File: src/rtl/load_pkg.sv
// load_pkg
// Shared definitions for the load path: access-size encoding (identical to
// the RAM mem_ctrl encoding), the load FSM state type and the split test.
// No ports.
package load_pkg;

    localparam logic [1:0] SZ_BYTE = 2'd0;
    localparam logic [1:0] SZ_HALF = 2'd1;
    localparam logic [1:0] SZ_WORD = 2'd2;
    localparam logic [1:0] SZ_RSVD = 2'd3;

    typedef enum logic [2:0] {
        ST_IDLE,
        ST_ISSUE,
        ST_CAPLO,
        ST_CAPHI,
        ST_RESP
    } state_t;

    // An access needs a second word when its last byte lies past offset 3.
    // The reserved size is addressed like a word.
    function automatic logic needs_split(input logic [1:0] size, input logic [1:0] off);
        logic split;
        split = 1'b0;
        case (size)
            SZ_BYTE: split = 1'b0;
            SZ_HALF: split = (off == 2'd3);
            default: split = (off != 2'd0);
        endcase
        return split;
    endfunction

endpackage

File: src/rtl/load_align.sv
// load_align
// Combinational lane extraction and extension for loads.
// Ports:
//   merged   in  64  {hi, lo} word pair, lo at bits 31:0
//   off      in  2   byte offset of the first byte within lo
//   size     in  2   access size (load_pkg SZ_* encoding)
//   zero_ext in  1   1 zero-extends bytes/halves, 0 sign-extends
//   result   out 32  aligned, extended value
module load_align
    import load_pkg::*;
(
    input  logic [63:0] merged,
    input  logic [1:0]  off,
    input  logic [1:0]  size,
    input  logic        zero_ext,
    output logic [31:0] result
);

    logic [31:0] lane;
    logic        sign;

    always_comb begin
        lane   = merged[{off, 3'b000} +: 32];
        sign   = 1'b0;
        result = lane;
        case (size)
            SZ_BYTE: begin
                sign   = ~zero_ext & lane[7];
                result = {{24{sign}}, lane[7:0]};
            end
            SZ_HALF: begin
                sign   = ~zero_ext & lane[15];
                result = {{16{sign}}, lane[15:0]};
            end
            default: result = lane;
        endcase
    end

endmodule

File: src/rtl/load_unit.sv
// load_unit
// Load-side initiator for the word-organised data RAM. Accepts byte, half and
// word loads, issues one or two RAM word reads (two when the access crosses a
// word boundary), merges and extends the data and returns a one-cycle response.
// Ports:
//   clk, rst_n             clock, asynchronous active-low reset
//   req_valid/req_ready    request handshake
//   req_addr, req_size     byte address and access size
//   req_unsigned           zero-extend when set
//   mem_rd_en, mem_addr    RAM read strobe and word address (registered)
//   mem_rdata              RAM data, valid the cycle after mem_rd_en
//   rsp_valid, rsp_data    one-cycle response pulse and held result
//   rsp_err                response used the reserved size
module load_unit
    import load_pkg::*;
#(
    parameter int ADDR_W = 8
) (
    input  logic              clk,
    input  logic              rst_n,
    input  logic              req_valid,
    output logic              req_ready,
    input  logic [31:0]       req_addr,
    input  logic [1:0]        req_size,
    input  logic              req_unsigned,
    output logic              mem_rd_en,
    output logic [ADDR_W-1:0] mem_addr,
    input  logic [31:0]       mem_rdata,
    output logic              rsp_valid,
    output logic [31:0]       rsp_data,
    output logic              rsp_err
);

    state_t            state, state_next;
    logic [1:0]        off_q, size_q;
    logic              zext_q, split_q;
    logic [ADDR_W-1:0] wa_q, req_wa, addr_next;
    logic [31:0]       lo_q, aligned;
    logic [63:0]       merged;
    logic              accept, rd_en_next, rsp_next;
    logic              unused_addr_bits;

    assign unused_addr_bits = ^req_addr[31:ADDR_W+2];
    assign req_wa    = req_addr[ADDR_W+1:2];
    assign req_ready = (state == ST_IDLE) || (state == ST_RESP);
    assign accept    = req_valid && req_ready;

    load_align u_align (
        .merged   (merged),
        .off      (off_q),
        .size     (size_q),
        .zero_ext (zext_q),
        .result   (aligned)
    );

    // Next state plus the values the registered outputs take in that state.
    // The response is formed while the last RAM word is on mem_rdata.
    always_comb begin
        state_next = state;
        rd_en_next = 1'b0;
        addr_next  = mem_addr;
        rsp_next   = 1'b0;
        merged     = {32'h0, lo_q};
        case (state)
            ST_IDLE: begin
                if (accept) begin
                    state_next = ST_ISSUE;
                    rd_en_next = 1'b1;
                    addr_next  = req_wa;
                end
            end
            ST_ISSUE: begin
                state_next = ST_CAPLO;
                if (split_q) begin
                    rd_en_next = 1'b1;
                    addr_next  = wa_q + 1'b1;
                end
            end
            ST_CAPLO: begin
                merged = {32'h0, mem_rdata};
                if (split_q) begin
                    state_next = ST_CAPHI;
                end else begin
                    state_next = ST_RESP;
                    rsp_next   = 1'b1;
                end
            end
            ST_CAPHI: begin
                merged     = {mem_rdata, lo_q};
                state_next = ST_RESP;
                rsp_next   = 1'b1;
            end
            ST_RESP: begin
                if (accept) begin
                    state_next = ST_ISSUE;
                    rd_en_next = 1'b1;
                    addr_next  = req_wa;
                end else begin
                    state_next = ST_IDLE;
                end
            end
            default: state_next = ST_IDLE;
        endcase
    end

    always_ff @(posedge clk or negedge rst_n) begin
        if (!rst_n) begin
            state     <= ST_IDLE;
            mem_rd_en <= 1'b0;
            mem_addr  <= '0;
            rsp_valid <= 1'b0;
        end else begin
            state     <= state_next;
            mem_rd_en <= rd_en_next;
            mem_addr  <= addr_next;
            rsp_valid <= rsp_next;
        end
    end

    // Request fields are latched on accept; rsp_data holds until next response.
    always_ff @(posedge clk or negedge rst_n) begin
        if (!rst_n) begin
            off_q    <= '0;
            size_q   <= '0;
            zext_q   <= 1'b0;
            split_q  <= 1'b0;
            wa_q     <= '0;
            lo_q     <= '0;
            rsp_data <= '0;
            rsp_err  <= 1'b0;
        end else begin
            if (accept) begin
                off_q   <= req_addr[1:0];
                size_q  <= req_size;
                zext_q  <= req_unsigned;
                split_q <= needs_split(req_size, req_addr[1:0]);
                wa_q    <= req_wa;
            end
            if (state == ST_CAPLO) begin
                lo_q <= mem_rdata;
            end
            if (rsp_next) begin
                rsp_data <= aligned;
                rsp_err  <= (size_q == SZ_RSVD);
            end
        end
    end

endmodule
File: config.mk
export PLATFORM = sky130hd
export DESIGN_NAME = load_unit
export DESIGN_NICKNAME = d
export VERILOG_FILES = /design/src/rtl/load_pkg.sv /design/src/rtl/load_align.sv /design/src/rtl/load_unit.sv
export SDC_FILE = /design/constraint.sdc
export NUM_CORES = 1
export LEC_CHECK = 0
export BUFFER_PORTS_ARGS = -buffer_cell sky130_fd_sc_hd__buf_2
export CAP_MARGIN = 15
export CORE_MARGIN = 3
export CORE_UTILIZATION = 45
export DETAILED_ROUTE_END_ITERATION = 12
export PLACE_DENSITY = 0.79
export SLEW_MARGIN = 20
export SYNTH_ARGS = -nofsm -noshare
export SYNTH_HDL_FRONTEND = slang
export SYNTH_SLANG_ARGS = --single-unit
File: constraint.sdc
create_clock -name clk -period 3.8 [get_ports clk]
set_input_delay 0.19 -clock clk [delete_from_list [all_inputs] [get_ports clk]]
set_output_delay 0.19 -clock clk [all_outputs]
set_load 0.1 [all_outputs]
==> results.md <==
- Outcome: completed
- Ratio of cells with drive above 1 in the final layout: 37.0%
- Worst skew pair latency: approximately 0.35 ns
- Post-route DRC: 0
- Max-slew violations: 0
- Dpl cell area: 5310 um2
- Final ANT Viol Nets: 0
- Ys flop type: dfrtp_1
- Core Footprint: 10000 um2
- Final min period: 3.02 ns
- RSZ-0062 raised after global routing: false
- First-pass GRT wire length: 19.5 mm
- CP peak stage delay: 0.96 ns
- Sequential element share of the synthesized area: between 40% and 50%
- Commonest cells after routing, fill and taps aside: dfrtp_1, buf_2, mux2_2
- Hold Path Class: in2reg
- Syn_area_per_cell: 11.0 um2
- Longest Clk Path Bufs: 2
- Min-Delay Path Depth: 2
- Hold Fails Final Rpt: 0
- Area growth syn-to-layout: 15.6%
- Final Cell Area: 5520 um2
- Crit path launch: state[0]$_DFFE_PN0P_
- Port Buf Inserts: approximately 90
- Hold path startpoint: req_unsigned
- Number of standard cells after synthesis: roughly 440
- Async SR Flop Fraction: 100%
- Largest net degree at the start of global routing: 61
- Final nets: 582
- Post-DP HPWL: 8.37 mm
- Num rows: 36
- Fmax: 331 MHz
- Final period util: 79.4%
- Reg2reg setup slack: 0.78 ns
- Slowest-stage cell, CP: nor4b_4
- Setup CP Type: reg2reg
- Clk slew on worst S/H paths: ~0.090 ns
- H-tree levels: 3
- Starting Density: 47.6%
- CTS sink cnt: 92
- Inserted Diodes: 0
- Actual slew at the worst max-slew pin: 1.14 ns
- Crit-path cells: or3b_1, a31oi_1, a2bb2oi_1, nor4b_4, nor4_1
- Final setup TNS: 0 ns
- Clock root buffer: clkbuf_8
- Placer Congestion: 0.825
- Syn Nets: 506
- Average via count per standard cell: 5.79
- Fill count: 860
- Post-synthesis sequential element count: between 90 and 100
- Drt first pass iters: 5
- Boundary Pins: 114
- Rel. slew slack: 23.8%
- Syn. warnings: 0
- Worst Hold End: zext_q$_DFFE_PN0P_
- Die H: about 110 um
- Worst Skew: 0.0151 ns
- Antenna violations before repair: 0
- R2r endpoint: rsp_data[18]$_DFFE_PN0P_
- Cts bufs inserted: 9
- Req. time, crit path: ~4 ns
- Critical Path AT: 3.20 ns
- GRT Util Overall: 21.0%
- Max-cap violation count: 0
- FF-to-FF Start: state[0]$_DFFE_PN0P_
- Vias in the first global route: 3852
- Total vias in the final route: 3757
- CTS tree: yes
- Synthesized area: 4780 um2
- Most common cell after layout, fill and taps aside: dfrtp_1
- Drt total wl: ~12 mm
- Post-CTS Repair Setup Buffers: 0
- Setup crit end kind: flip-flop
- Initial DRC Count: around 260
- DR WL/cell: 18.5 um
- CP Launch Type: flip-flop
- Critical path fanouts, max: 23
- Post-synth EDFFs: 0
- DIE WIDTH: 109 um
- Global route overflow: 0
- R2R cell count: 5
- Number of library cell types mapped by synthesis: 49
- Final Setup Violations: 0
- Die area: 11900 um2
[how the worst max path moves through the flow]
stage                                          end  slack (ns)
after global placement    rsp_data[20]$_DFFE_PN0P_        0.92
after CTS                 rsp_data[20]$_DFFE_PN0P_        0.81
after floorplan            mem_addr[2]$_DFFE_PN0P_        1.33
after global routing      rsp_data[18]$_DFFE_PN0P_        0.64
after detailed placement  rsp_data[21]$_DFFE_PN0P_        0.82
final                     rsp_data[18]$_DFFE_PN0P_        0.78
[flip-flops by register name, summed over array words and instances, names as in the netlist, 2 cells and up]
name / flops
lo_q: 32
rsp_data: 32
mem_addr: 8
wa_q: 8
state: 3
off_q: 2
size_q: 2
[cell type report]
cell class / instances / area [um2] / area share, %
sequential: 92 / 2300 / 41.7
tap: 133 / 166 / 3.01
timing repair buffer: 99 / 520 / 9.42
inverter: 6 / 22.5 / 0.408
clock buffer: 11 / 141 / 2.56
clock inverter: 5 / 60.1 / 1.09
multi-input combinational: 303 / 2310 / 41.8
[worst max-delay path: cells and delay by family, from the launching register on]
family	cells	cell delay (ns)
and+or+nand+nor	3	1.87
DFF	1	0.51
AOI/OAI and AO/OA	2	0.47
[Yosys cell counts, types with 7 or more instances]
| cell type | number | share of area (%) |
|---|---|---|
| dfrtp_1 | 92 | 48 |
| o21ai_0 | 30 | 3.1 |
| mux2_2 | 58 | 14 |
| nand2_1 | 30 | 2.4 |
| nor4_2 | 9 | 2.4 |
| nor3_1 | 7 | 0.73 |
| and3_1 | 12 | 1.6 |
| a221oi_1 | 12 | 2.2 |
| mux2i_1 | 30 | 6.3 |
| clkbuf_1 | 24 | 1.9 |
| nor2_1 | 28 | 2.2 |
| a21oi_1 | 17 | 1.8 |
[cell families (layout without fill, tap and decap cells)]
kind of cell             after synthesis  count (layout)  synth area share [%]
XOR/XNOR                               6               6                  1.10
buffers and inverters                 40             121                  3.46
AO/OA/AOI/OAI                         94              94                  12.9
multiplexers                          90              90                  20.9
AND/OR/NAND/NOR                      112             112                  13.2
flip-flops                            92              92                  48.2
adder cells (fa/ha/maj)                1               1                 0.262
[repair_timing]
item                       4_1_cts  5_1_grt
hold endpoints to repair        59        0
gates resized for setup          0        0
setup endpoints to repair        0        0
hold buffers                     1        0
[routing by layer]
| layer | GRT usage [%] | share of wire, % | wire, um | up-vias |
|---|---|---|---|---|
| li1 | - | - | - | 1750 |
| met1 | 29.6 | 44 | 5290 | 1825 |
| met2 | 31.6 | 47 | 5600 | 171 |
| met3 | 5.62 | 8.2 | 986 | 11 |
| met4 | 6.40 | 1.2 | 145 | 0 |
| met5 | 0 | 0 | 0 | - |
[through the flow]
step,utilization [%],worst slack (ns),std cells,hold slack (ns)
2_1_floorplan,-,1.33,435,-0.106
3_3_place_gp,52.9,0.915,632,0.305
3_5_place_dp,52.9,0.824,632,0.316
4_1_cts,55.0,0.813,649,0.0644
5_1_grt,55.0,0.643,649,0.0650
6_report,55.0,0.783,649,0.0718
Power is left out: the tool's default activity adds up to more than one toggle a clock period on the data nets, which glitch-free logic cannot reach.
